--- src/rtl/pipe_hazard_ctrl_pkg.sv ---
// Shared pipeline definitions: hazard FSM states, operand-forward select codes
// and the halt drain length.
package pipe_hazard_ctrl_pkg;

    typedef enum logic [2:0] {
        StRun    = 3'd0,
        StStall  = 3'd1,
        StFlush  = 3'd2,
        StDrain  = 3'd3,
        StHalted = 3'd4
    } hz_state_e;

    // ALU operand source selects
    localparam logic [1:0] FWD_RF = 2'b00;  // register file
    localparam logic [1:0] FWD_L3 = 2'b01;  // L3 ALU result
    localparam logic [1:0] FWD_WB = 2'b10;  // writeback mux

    localparam int unsigned DRAIN_CYCLES = 3;
    // Drain counter value seen on the last DRAIN cycle
    localparam logic [1:0]  DRAIN_LAST   = 2'(DRAIN_CYCLES - 1);

    // Pipeline latch controls driven by the hazard unit
    typedef struct packed {
        logic pc_en;
        logic l1_en;
        logic l1_flush;
        logic l2_flush;
    } pipe_ctl_t;

endpackage

--- src/rtl/pipe_hazard_ctrl_if.sv ---
// Bundle of pipeline-side signals seen by the hazard controller.
// master: the pipeline datapath; slave: the hazard controller.
interface pipe_hazard_ctrl_if #(
    parameter int unsigned REG_AW = 3,
    parameter int unsigned CNT_W  = 8
);
    // Stage 2 (L1 output) sources
    logic [REG_AW-1:0] id_ra;
    logic [REG_AW-1:0] id_rb;
    logic              id_uses_ra;
    logic              id_uses_rb;
    // Stage 3 (L2 output)
    logic [REG_AW-1:0] ex_rd;
    logic              ex_regwrite;
    logic              ex_memread;
    // Stage 4 (L3 output)
    logic [REG_AW-1:0] mem_rd;
    logic              mem_regwrite;
    // Control requests
    logic              br_taken;
    logic              halt_req;
    logic              cnt_clr;
    // Latch controls and status
    logic              pc_en;
    logic              l1_en;
    logic              l1_flush;
    logic              l2_flush;
    logic [1:0]        fwd_a_sel;
    logic [1:0]        fwd_b_sel;
    logic              halted;
    logic [CNT_W-1:0]  stall_cnt;
    logic [CNT_W-1:0]  flush_cnt;

    modport master (
        output id_ra, id_rb, id_uses_ra, id_uses_rb,
        output ex_rd, ex_regwrite, ex_memread,
        output mem_rd, mem_regwrite,
        output br_taken, halt_req, cnt_clr,
        input  pc_en, l1_en, l1_flush, l2_flush,
        input  fwd_a_sel, fwd_b_sel, halted, stall_cnt, flush_cnt
    );

    modport slave (
        input  id_ra, id_rb, id_uses_ra, id_uses_rb,
        input  ex_rd, ex_regwrite, ex_memread,
        input  mem_rd, mem_regwrite,
        input  br_taken, halt_req, cnt_clr,
        output pc_en, l1_en, l1_flush, l2_flush,
        output fwd_a_sel, fwd_b_sel, halted, stall_cnt, flush_cnt
    );

endinterface

--- src/rtl/pipe_hazard_ctrl_fwd_unit.sv ---
// Per-operand forwarding compare. Produces the operand select for one stage-2
// source and flags a match against the stage-3 destination (used for
// load-use detection). Register 0 is an ordinary register here.
module pipe_hazard_ctrl_fwd_unit
    import pipe_hazard_ctrl_pkg::*;
#(
    parameter int unsigned REG_AW = 3
) (
    input  logic [REG_AW-1:0] i_src,
    input  logic              i_uses,
    input  logic [REG_AW-1:0] i_ex_rd,
    input  logic              i_ex_regwrite,
    input  logic              i_ex_memread,
    input  logic [REG_AW-1:0] i_mem_rd,
    input  logic              i_mem_regwrite,
    output logic [1:0]        o_sel,
    output logic              o_ex_hit
);

    logic w_ex_match;
    logic w_mem_match;

    assign w_ex_match  = i_uses && (i_ex_rd == i_src);
    assign w_mem_match = i_uses && i_mem_regwrite && (i_mem_rd == i_src);
    assign o_ex_hit    = w_ex_match;

    // Youngest producer wins; a load in stage 3 has no result yet to forward
    always_comb begin
        o_sel = FWD_RF;
        if (w_ex_match && i_ex_regwrite && !i_ex_memread) begin
            o_sel = FWD_L3;
        end else if (w_mem_match) begin
            o_sel = FWD_WB;
        end
    end

endmodule

--- src/rtl/pipe_hazard_ctrl.sv ---
// Hazard controller for a 5-stage pipeline: load-use stall, taken-branch
// flush, halt drain, registered operand-forward selects and event counters.
module pipe_hazard_ctrl
    import pipe_hazard_ctrl_pkg::*;
#(
    parameter int unsigned REG_AW = 3,
    parameter int unsigned CNT_W  = 8
) (
    input  logic            clk,
    input  logic            rst,
    pipe_hazard_ctrl_if.slave ctrl_bus
);

    hz_state_e        r_state;
    logic [1:0]       r_drain_cnt;
    logic             r_halted;
    logic [1:0]       r_fwd_a_sel;
    logic [1:0]       r_fwd_b_sel;
    logic [CNT_W-1:0] r_stall_cnt;
    logic [CNT_W-1:0] r_flush_cnt;

    pipe_ctl_t        w_ctl;
    logic [1:0]       w_fwd_a;
    logic [1:0]       w_fwd_b;
    logic             w_a_hit;
    logic             w_b_hit;
    logic             w_load_use;
    logic             w_enter_stall;
    logic             w_enter_flush;
    logic             w_enter_drain;

    pipe_hazard_ctrl_fwd_unit #(
        .REG_AW (REG_AW)
    ) u_fwd_unit_a (
        .i_src          (ctrl_bus.id_ra),
        .i_uses         (ctrl_bus.id_uses_ra),
        .i_ex_rd        (ctrl_bus.ex_rd),
        .i_ex_regwrite  (ctrl_bus.ex_regwrite),
        .i_ex_memread   (ctrl_bus.ex_memread),
        .i_mem_rd       (ctrl_bus.mem_rd),
        .i_mem_regwrite (ctrl_bus.mem_regwrite),
        .o_sel          (w_fwd_a),
        .o_ex_hit       (w_a_hit)
    );

    pipe_hazard_ctrl_fwd_unit #(
        .REG_AW (REG_AW)
    ) u_fwd_unit_b (
        .i_src          (ctrl_bus.id_rb),
        .i_uses         (ctrl_bus.id_uses_rb),
        .i_ex_rd        (ctrl_bus.ex_rd),
        .i_ex_regwrite  (ctrl_bus.ex_regwrite),
        .i_ex_memread   (ctrl_bus.ex_memread),
        .i_mem_rd       (ctrl_bus.mem_rd),
        .i_mem_regwrite (ctrl_bus.mem_regwrite),
        .o_sel          (w_fwd_b),
        .o_ex_hit       (w_b_hit)
    );

    assign w_load_use = ctrl_bus.ex_memread && ctrl_bus.ex_regwrite && (w_a_hit || w_b_hit);

    // Latch controls and state-entry events; held at the idle pattern in reset
    always_comb begin
        w_ctl          = '{pc_en: 1'b1, l1_en: 1'b1, l1_flush: 1'b0, l2_flush: 1'b0};
        w_enter_stall  = 1'b0;
        w_enter_flush  = 1'b0;
        w_enter_drain  = 1'b0;
        if (rst) begin
            unique case (r_state)
                StRun: begin
                    // Branch outranks load-use: the stalled instruction is squashed anyway
                    if (ctrl_bus.br_taken) begin
                        w_ctl.l1_flush = 1'b1;
                        w_ctl.l2_flush = 1'b1;
                        w_enter_flush  = 1'b1;
                    end else if (w_load_use) begin
                        w_ctl.pc_en    = 1'b0;
                        w_ctl.l1_en    = 1'b0;
                        w_ctl.l2_flush = 1'b1;
                        w_enter_stall  = 1'b1;
                    end else if (ctrl_bus.halt_req) begin
                        w_ctl.pc_en    = 1'b0;
                        w_ctl.l1_en    = 1'b0;
                        w_ctl.l1_flush = 1'b1;
                        w_enter_drain  = 1'b1;
                    end
                end
                StStall: begin
                    if (ctrl_bus.br_taken) begin
                        w_ctl.l1_flush = 1'b1;
                        w_ctl.l2_flush = 1'b1;
                        w_enter_flush  = 1'b1;
                    end
                end
                StFlush: begin
                end
                StDrain: begin
                    // Older instructions still retire; a branch among them only kills L2
                    w_ctl.pc_en    = 1'b0;
                    w_ctl.l1_en    = 1'b0;
                    w_ctl.l1_flush = 1'b1;
                    w_ctl.l2_flush = ctrl_bus.br_taken;
                end
                StHalted: begin
                    w_ctl.pc_en = 1'b0;
                    w_ctl.l1_en = 1'b0;
                end
                default: begin
                end
            endcase
        end
    end

    // Hazard FSM with drain counter and registered halted flag
    always_ff @(posedge clk or negedge rst) begin
        if (!rst) begin
            r_state     <= StRun;
            r_drain_cnt <= 2'd0;
            r_halted    <= 1'b0;
        end else begin
            unique case (r_state)
                StRun: begin
                    if (w_enter_flush) begin
                        r_state <= StFlush;
                    end else if (w_enter_stall) begin
                        r_state <= StStall;
                    end else if (w_enter_drain) begin
                        r_state     <= StDrain;
                        r_drain_cnt <= 2'd0;
                    end
                end
                StStall: begin
                    r_state <= w_enter_flush ? StFlush : StRun;
                end
                StFlush: begin
                    r_state <= StRun;
                end
                StDrain: begin
                    if (r_drain_cnt == DRAIN_LAST) begin
                        r_state  <= StHalted;
                        r_halted <= 1'b1;
                    end else begin
                        r_drain_cnt <= r_drain_cnt + 2'd1;
                    end
                end
                StHalted: begin
                    if (!ctrl_bus.halt_req) begin
                        r_state  <= StRun;
                        r_halted <= 1'b0;
                    end
                end
                default: begin
                    r_state <= StRun;
                end
            endcase
        end
    end

    // Forward selects follow the instruction into L2; a bubble carries none
    always_ff @(posedge clk or negedge rst) begin
        if (!rst) begin
            r_fwd_a_sel <= FWD_RF;
            r_fwd_b_sel <= FWD_RF;
        end else if (w_ctl.l2_flush) begin
            r_fwd_a_sel <= FWD_RF;
            r_fwd_b_sel <= FWD_RF;
        end else begin
            r_fwd_a_sel <= w_fwd_a;
            r_fwd_b_sel <= w_fwd_b;
        end
    end

    // Saturating event counters; clear beats a same-cycle increment
    always_ff @(posedge clk or negedge rst) begin
        if (!rst) begin
            r_stall_cnt <= '0;
            r_flush_cnt <= '0;
        end else if (ctrl_bus.cnt_clr) begin
            r_stall_cnt <= '0;
            r_flush_cnt <= '0;
        end else begin
            if (w_enter_stall && (r_stall_cnt != '1)) begin
                r_stall_cnt <= r_stall_cnt + CNT_W'(1);
            end
            if (w_enter_flush && (r_flush_cnt != '1)) begin
                r_flush_cnt <= r_flush_cnt + CNT_W'(1);
            end
        end
    end

    assign ctrl_bus.pc_en     = w_ctl.pc_en;
    assign ctrl_bus.l1_en     = w_ctl.l1_en;
    assign ctrl_bus.l1_flush  = w_ctl.l1_flush;
    assign ctrl_bus.l2_flush  = w_ctl.l2_flush;
    assign ctrl_bus.fwd_a_sel = r_fwd_a_sel;
    assign ctrl_bus.fwd_b_sel = r_fwd_b_sel;
    assign ctrl_bus.halted    = r_halted;
    assign ctrl_bus.stall_cnt = r_stall_cnt;
    assign ctrl_bus.flush_cnt = r_flush_cnt;

endmodule

--- src/flat_wrapper.sv ---
// flat-port wrapper written by rule: the top's interface ports become plain ports
module pipe_hazard_ctrl_flat import pipe_hazard_ctrl_pkg::*;
#(
    parameter int unsigned REG_AW = 3,
    parameter int unsigned CNT_W  = 8
)
  (clk, rst, ctrl_bus_id_ra, ctrl_bus_id_rb, ctrl_bus_id_uses_ra, ctrl_bus_id_uses_rb, ctrl_bus_ex_rd, ctrl_bus_ex_regwrite, ctrl_bus_ex_memread, ctrl_bus_mem_rd, ctrl_bus_mem_regwrite, ctrl_bus_br_taken, ctrl_bus_halt_req, ctrl_bus_cnt_clr, ctrl_bus_pc_en, ctrl_bus_l1_en, ctrl_bus_l1_flush, ctrl_bus_l2_flush, ctrl_bus_fwd_a_sel, ctrl_bus_fwd_b_sel, ctrl_bus_halted, ctrl_bus_stall_cnt, ctrl_bus_flush_cnt);
  pipe_hazard_ctrl_if #(.REG_AW(REG_AW), .CNT_W(CNT_W)) ctrl_bus_i ();
  input  logic clk;
  input  logic rst;
  input wire logic [$bits(ctrl_bus_i.id_ra)-1:0] ctrl_bus_id_ra;
  input wire logic [$bits(ctrl_bus_i.id_rb)-1:0] ctrl_bus_id_rb;
  input wire logic [$bits(ctrl_bus_i.id_uses_ra)-1:0] ctrl_bus_id_uses_ra;
  input wire logic [$bits(ctrl_bus_i.id_uses_rb)-1:0] ctrl_bus_id_uses_rb;
  input wire logic [$bits(ctrl_bus_i.ex_rd)-1:0] ctrl_bus_ex_rd;
  input wire logic [$bits(ctrl_bus_i.ex_regwrite)-1:0] ctrl_bus_ex_regwrite;
  input wire logic [$bits(ctrl_bus_i.ex_memread)-1:0] ctrl_bus_ex_memread;
  input wire logic [$bits(ctrl_bus_i.mem_rd)-1:0] ctrl_bus_mem_rd;
  input wire logic [$bits(ctrl_bus_i.mem_regwrite)-1:0] ctrl_bus_mem_regwrite;
  input wire logic [$bits(ctrl_bus_i.br_taken)-1:0] ctrl_bus_br_taken;
  input wire logic [$bits(ctrl_bus_i.halt_req)-1:0] ctrl_bus_halt_req;
  input wire logic [$bits(ctrl_bus_i.cnt_clr)-1:0] ctrl_bus_cnt_clr;
  output wire logic [$bits(ctrl_bus_i.pc_en)-1:0] ctrl_bus_pc_en;
  output wire logic [$bits(ctrl_bus_i.l1_en)-1:0] ctrl_bus_l1_en;
  output wire logic [$bits(ctrl_bus_i.l1_flush)-1:0] ctrl_bus_l1_flush;
  output wire logic [$bits(ctrl_bus_i.l2_flush)-1:0] ctrl_bus_l2_flush;
  output wire logic [$bits(ctrl_bus_i.fwd_a_sel)-1:0] ctrl_bus_fwd_a_sel;
  output wire logic [$bits(ctrl_bus_i.fwd_b_sel)-1:0] ctrl_bus_fwd_b_sel;
  output wire logic [$bits(ctrl_bus_i.halted)-1:0] ctrl_bus_halted;
  output wire logic [$bits(ctrl_bus_i.stall_cnt)-1:0] ctrl_bus_stall_cnt;
  output wire logic [$bits(ctrl_bus_i.flush_cnt)-1:0] ctrl_bus_flush_cnt;
  assign ctrl_bus_i.id_ra = ctrl_bus_id_ra;
  assign ctrl_bus_i.id_rb = ctrl_bus_id_rb;
  assign ctrl_bus_i.id_uses_ra = ctrl_bus_id_uses_ra;
  assign ctrl_bus_i.id_uses_rb = ctrl_bus_id_uses_rb;
  assign ctrl_bus_i.ex_rd = ctrl_bus_ex_rd;
  assign ctrl_bus_i.ex_regwrite = ctrl_bus_ex_regwrite;
  assign ctrl_bus_i.ex_memread = ctrl_bus_ex_memread;
  assign ctrl_bus_i.mem_rd = ctrl_bus_mem_rd;
  assign ctrl_bus_i.mem_regwrite = ctrl_bus_mem_regwrite;
  assign ctrl_bus_i.br_taken = ctrl_bus_br_taken;
  assign ctrl_bus_i.halt_req = ctrl_bus_halt_req;
  assign ctrl_bus_i.cnt_clr = ctrl_bus_cnt_clr;
  assign ctrl_bus_pc_en = ctrl_bus_i.pc_en;
  assign ctrl_bus_l1_en = ctrl_bus_i.l1_en;
  assign ctrl_bus_l1_flush = ctrl_bus_i.l1_flush;
  assign ctrl_bus_l2_flush = ctrl_bus_i.l2_flush;
  assign ctrl_bus_fwd_a_sel = ctrl_bus_i.fwd_a_sel;
  assign ctrl_bus_fwd_b_sel = ctrl_bus_i.fwd_b_sel;
  assign ctrl_bus_halted = ctrl_bus_i.halted;
  assign ctrl_bus_stall_cnt = ctrl_bus_i.stall_cnt;
  assign ctrl_bus_flush_cnt = ctrl_bus_i.flush_cnt;
  pipe_hazard_ctrl #(.REG_AW(REG_AW), .CNT_W(CNT_W)) u_core (.clk(clk), .rst(rst), .ctrl_bus(ctrl_bus_i));
endmodule
--- config.mk ---
export PLATFORM = sky130hd
export DESIGN_NAME = pipe_hazard_ctrl_flat
export DESIGN_NICKNAME = d
export VERILOG_FILES = /design/src/rtl/pipe_hazard_ctrl_pkg.sv /design/src/rtl/pipe_hazard_ctrl_if.sv /design/src/rtl/pipe_hazard_ctrl_fwd_unit.sv /design/src/rtl/pipe_hazard_ctrl.sv /design/src/flat_wrapper.sv
export SDC_FILE = /design/constraint.sdc
export NUM_CORES = 1
export LEC_CHECK = 0
export CORE_ASPECT_RATIO = 1.5
export CORE_UTILIZATION = 47
export CTS_CLUSTER_DIAMETER = 80
export DETAILED_ROUTE_END_ITERATION = 8
export HOLD_SLACK_MARGIN = 0.02
export PLACE_DENSITY = 0.83
export SYNTH_ARGS = -nofsm -noshare
export SYNTH_HDL_FRONTEND = slang
export SYNTH_HIERARCHICAL = 1
export SYNTH_SLANG_ARGS = --single-unit
--- constraint.sdc ---
create_clock -name clk -period 2.54 [get_ports clk]
set_input_delay 0.381 -clock clk [delete_from_list [all_inputs] [get_ports clk]]
set_output_delay 0.381 -clock clk [all_outputs]
set_load 0.02 [all_outputs]
==> results.md <==
- Status: completed
- Mean cell area of the mapped netlist: roughly 9.4 um2
- Worst setup EP type: output port
- Full die area: 0.00374 mm2
- Drt total wl: approximately 4100 um
- VDD IR max: 249 uV
- FF+latch count, synth: 26
- I/O pin count: 47
- Design Power: around 0.0011 W
- Global-route wire length before repair: between 6000 and 7000 um
- Power per cell area: roughly 460 mW/mm2
- Placer Congestion: 0.761
- Syn Nets: 200
- Total gr overflow: 0
- Arrival time of the worst setup path: approximately 2.1 ns
- Seq/Total Area, Yosys: 0.396
- Hold Vio Cnt, Final: 0
- EDFF count, synth: 0
- Antenna Nets Post-Route: 0
- DR iter-0 viols: 30
- Largest net degree at the start of global routing: 29
- Max Clk Rate: slightly above 400 MHz
- Post-Synth Adder-Cell Area: 0.0229
- Area after DPL: 0.00225 mm2
- Clk_lat worst skew: roughly 0.27 ns
- Worst-Margin Slew: between 0.6 and 0.7 ns
- Distinct cells, synth: 45
- Final Cell Area: 0.00239 mm2
- Post-synthesis compound-gate area fraction: 0.143
- Clock Path Buffers: 2
- Leakage: around 1.0 nW
- Avg WL per Cell: approximately 15 um
- CP required: 2.16 ns
- Worst slew margin: 0.560
- Clk_skew: 0.00159 ns
- Proportion of layout cells with a drive suffix above 1: 0.215
- Most frequent cells in the layout: clkdlybuf4s50_1, buf_4, dfrtp_1
- CTS Hold Bufs: 0
- Hold WS: a little over 0.5 ns
- Final Critical Period: between 2 and 2.5 ns
- Ys async rst share: 1.00
- Final worst-path cycle share: 0.974
- Antenna Cells: 0
- Drt first pass iters: 4
- Vias in the first global route: 1545
- Largest family of logic cells by synthesized area: simple AND/OR/NAND/NOR gates
- CORE AREA: roughly 0.0033 mm2
- Post-layout util: 0.735
- Post-Syn Area: 0.00164 mm2
- Startpoint types: input pin
- Nets@finish: roughly 270
- Filler cells: 260
- Synth Instances: between 150 and 200
- Starting Density: 0.505
- FP Rows: 25
- CTS tree: yes
- Root Buffer: clkbuf_8
- Area Growth Syn to Fin: 45.6%
- Slew Viols, Final: 0
- Simple-gate share of the synthesized area: 0.283
- Die Width: 50.3 um
- Critical path type: input pin to output port
- Total CTS buffers: 3
- H-tree levels: 1
- DR vias: 1605
- Via density: roughly 5.7
- DRC Markers: 0
- Prevailing post-synth register cell: dfrtp_1
- TritonCTS Sinks: 26
- Max Cap Violations: 0
- Buffers on Ports: 46
- Post-synthesis mux area share: 0.0191
- Clock transition at path regs: approximately 0.090 ns
- Worst hold path class: flip-flop to flip-flop
- Setup_tns: 0 ns
- Ys Warns: 6
- DPL Wire Length: approximately 3000 um
- Die height: roughly 74 um
- Total track usage: 0.237
- Initial antenna violation count: 0
- Most common cell after layout, fill and taps aside: clkdlybuf4s50_1
- Worst-path maximum fanout: 7
- XOR/XNOR share of the synthesized area: 0.0854
- Finish-stage setup viols: 0
==> flip-flops by register name, indices dropped and copies added (netlist names) <==
signal	cells
u_core/ctrl_bus.flush_cnt	8
u_core/ctrl_bus.fwd_a_sel	2
u_core/ctrl_bus.fwd_b_sel	2
u_core/ctrl_bus.halted	1
u_core/ctrl_bus.stall_cnt	8
u_core/r_drain_cnt	2
u_core/r_state	3
==> Yosys cell counts (3+ instances only) <==
cell | count | area [um2]
xor2_1 | 11 | 96.3
o211ai_1 | 5 | 37.5
or3_1 | 4 | 25.0
o21ai_0 | 10 | 50.1
dfrtp_1 | 26 | 651
clkbuf_1 | 3 | 11.3
inv_1 | 6 | 22.5
nor4_2 | 3 | 37.5
a21oi_1 | 8 | 40.0
o31ai_1 | 3 | 22.5
nand3_1 | 8 | 40.0
xnor2_1 | 5 | 43.8
and2_1 | 7 | 43.8
nor3_1 | 5 | 25.0
nand3b_1 | 3 | 22.5
nand2_1 | 12 | 45.0
ha_1 | 3 | 37.5
nor2_1 | 15 | 56.3
==> report_power, final <==
part	leakage [nW]	total [W]	switching [W]	internal, W
Combinational	0.643	0.000284	0.000130	0.000154
Clock	0.0357	0.000340	0.000129	0.000211
Sequential	0.354	0.000469	0.0000310	0.000438
==> path summary, 6_finish.rpt <==
check / startpoint / to / slack, ns / cells past startpoint
min in group asynchronous: rst / u_core/ctrl_bus.flush_cnt[3]$_DFFE_PN0P_ / 0.61 / 2
worst min-delay path: u_core/r_drain_cnt[0]$_DFFE_PN0P_ / u_core/r_drain_cnt[0]$_DFFE_PN0P_ / 0.52 / 1
worst min register to register: u_core/r_drain_cnt[0]$_DFFE_PN0P_ / u_core/r_drain_cnt[0]$_DFFE_PN0P_ / 0.52 / 1
max in group asynchronous: rst / u_core/r_state[2]$_DFFE_PN0P_ / 1.67 / 2
worst max-delay path: ctrl_bus_id_rb[2] / ctrl_bus_l1_flush / 0.07 / 9
worst max register to register: u_core/r_state[1]$_DFFE_PN0P_ / u_core/ctrl_bus.stall_cnt[3]$_DFFE_PN0P_ / 0.37 / 4
==> cell families (layout without fill, tap and decap cells) <==
group | Yosys count | count (layout)
muxes | 3 | 3
buffers and inverters | 15 | 82
and+or+nand+nor | 76 | 76
DFF | 26 | 26
xor gates and xnor gates | 16 | 16
AOI/OAI and AO/OA | 36 | 36
adders and majority gates | 3 | 3
==> per-stage QoR <==
| step | std cells | worst slack [ns] |
|---|---|---|
| floorplan | 175 | 0.0323 |
| global placement | 273 | -0.379 |
| detailed placement | 273 | -0.441 |
| CTS | 282 | 0.0192 |
| global route | 282 | -0.0407 |
| finish | 282 | 0.0654 |
==> critical path, stage by stage <==
cell and delay [ns]:
clkdlybuf4s50_1 0.44, xor2_1 0.19, nor3_1 0.22, o211ai_1 0.16, buf_4 0.18, nand2_1 0.08
nor2_1 0.04, o31a_1 0.24, buf_4 0.16
==> per-layer routing <==
metal / vias to the layer above / global-route usage / part of all wire
li1: 769 / - / -
met1: 789 / 0.231 / 0.36
met2: 41 / 0.473 / 0.59
met3: 6 / 0.0327 / 0.029
met4: 0 / 0.117 / 0.014
met5: - / 0 / 0
==> final cells by class <==
type / instances / area (um2) / area share
Multi-Input combinational cell: 134 / 941 / 0.394
Timing Repair Buffer: 72 / 654 / 0.274
Sequential cell: 26 / 651 / 0.272
Tap cell: 40 / 50.0 / 0.0209
Clock buffer: 3 / 41.3 / 0.0173
Clock inverter: 1 / 30.0 / 0.0126
Inverter: 6 / 22.5 / 0.00942
==> what timing repair did <==
action / in CTS / in global routing
pin swaps: 4 / 5
buffers inserted: 5 / 0
setup endpoints to repair: 5 / 8
gates resized for setup: 22 / 13
hold endpoints to repair: 0 / 0
Note: power is estimated with default switching activity, not from simulation.
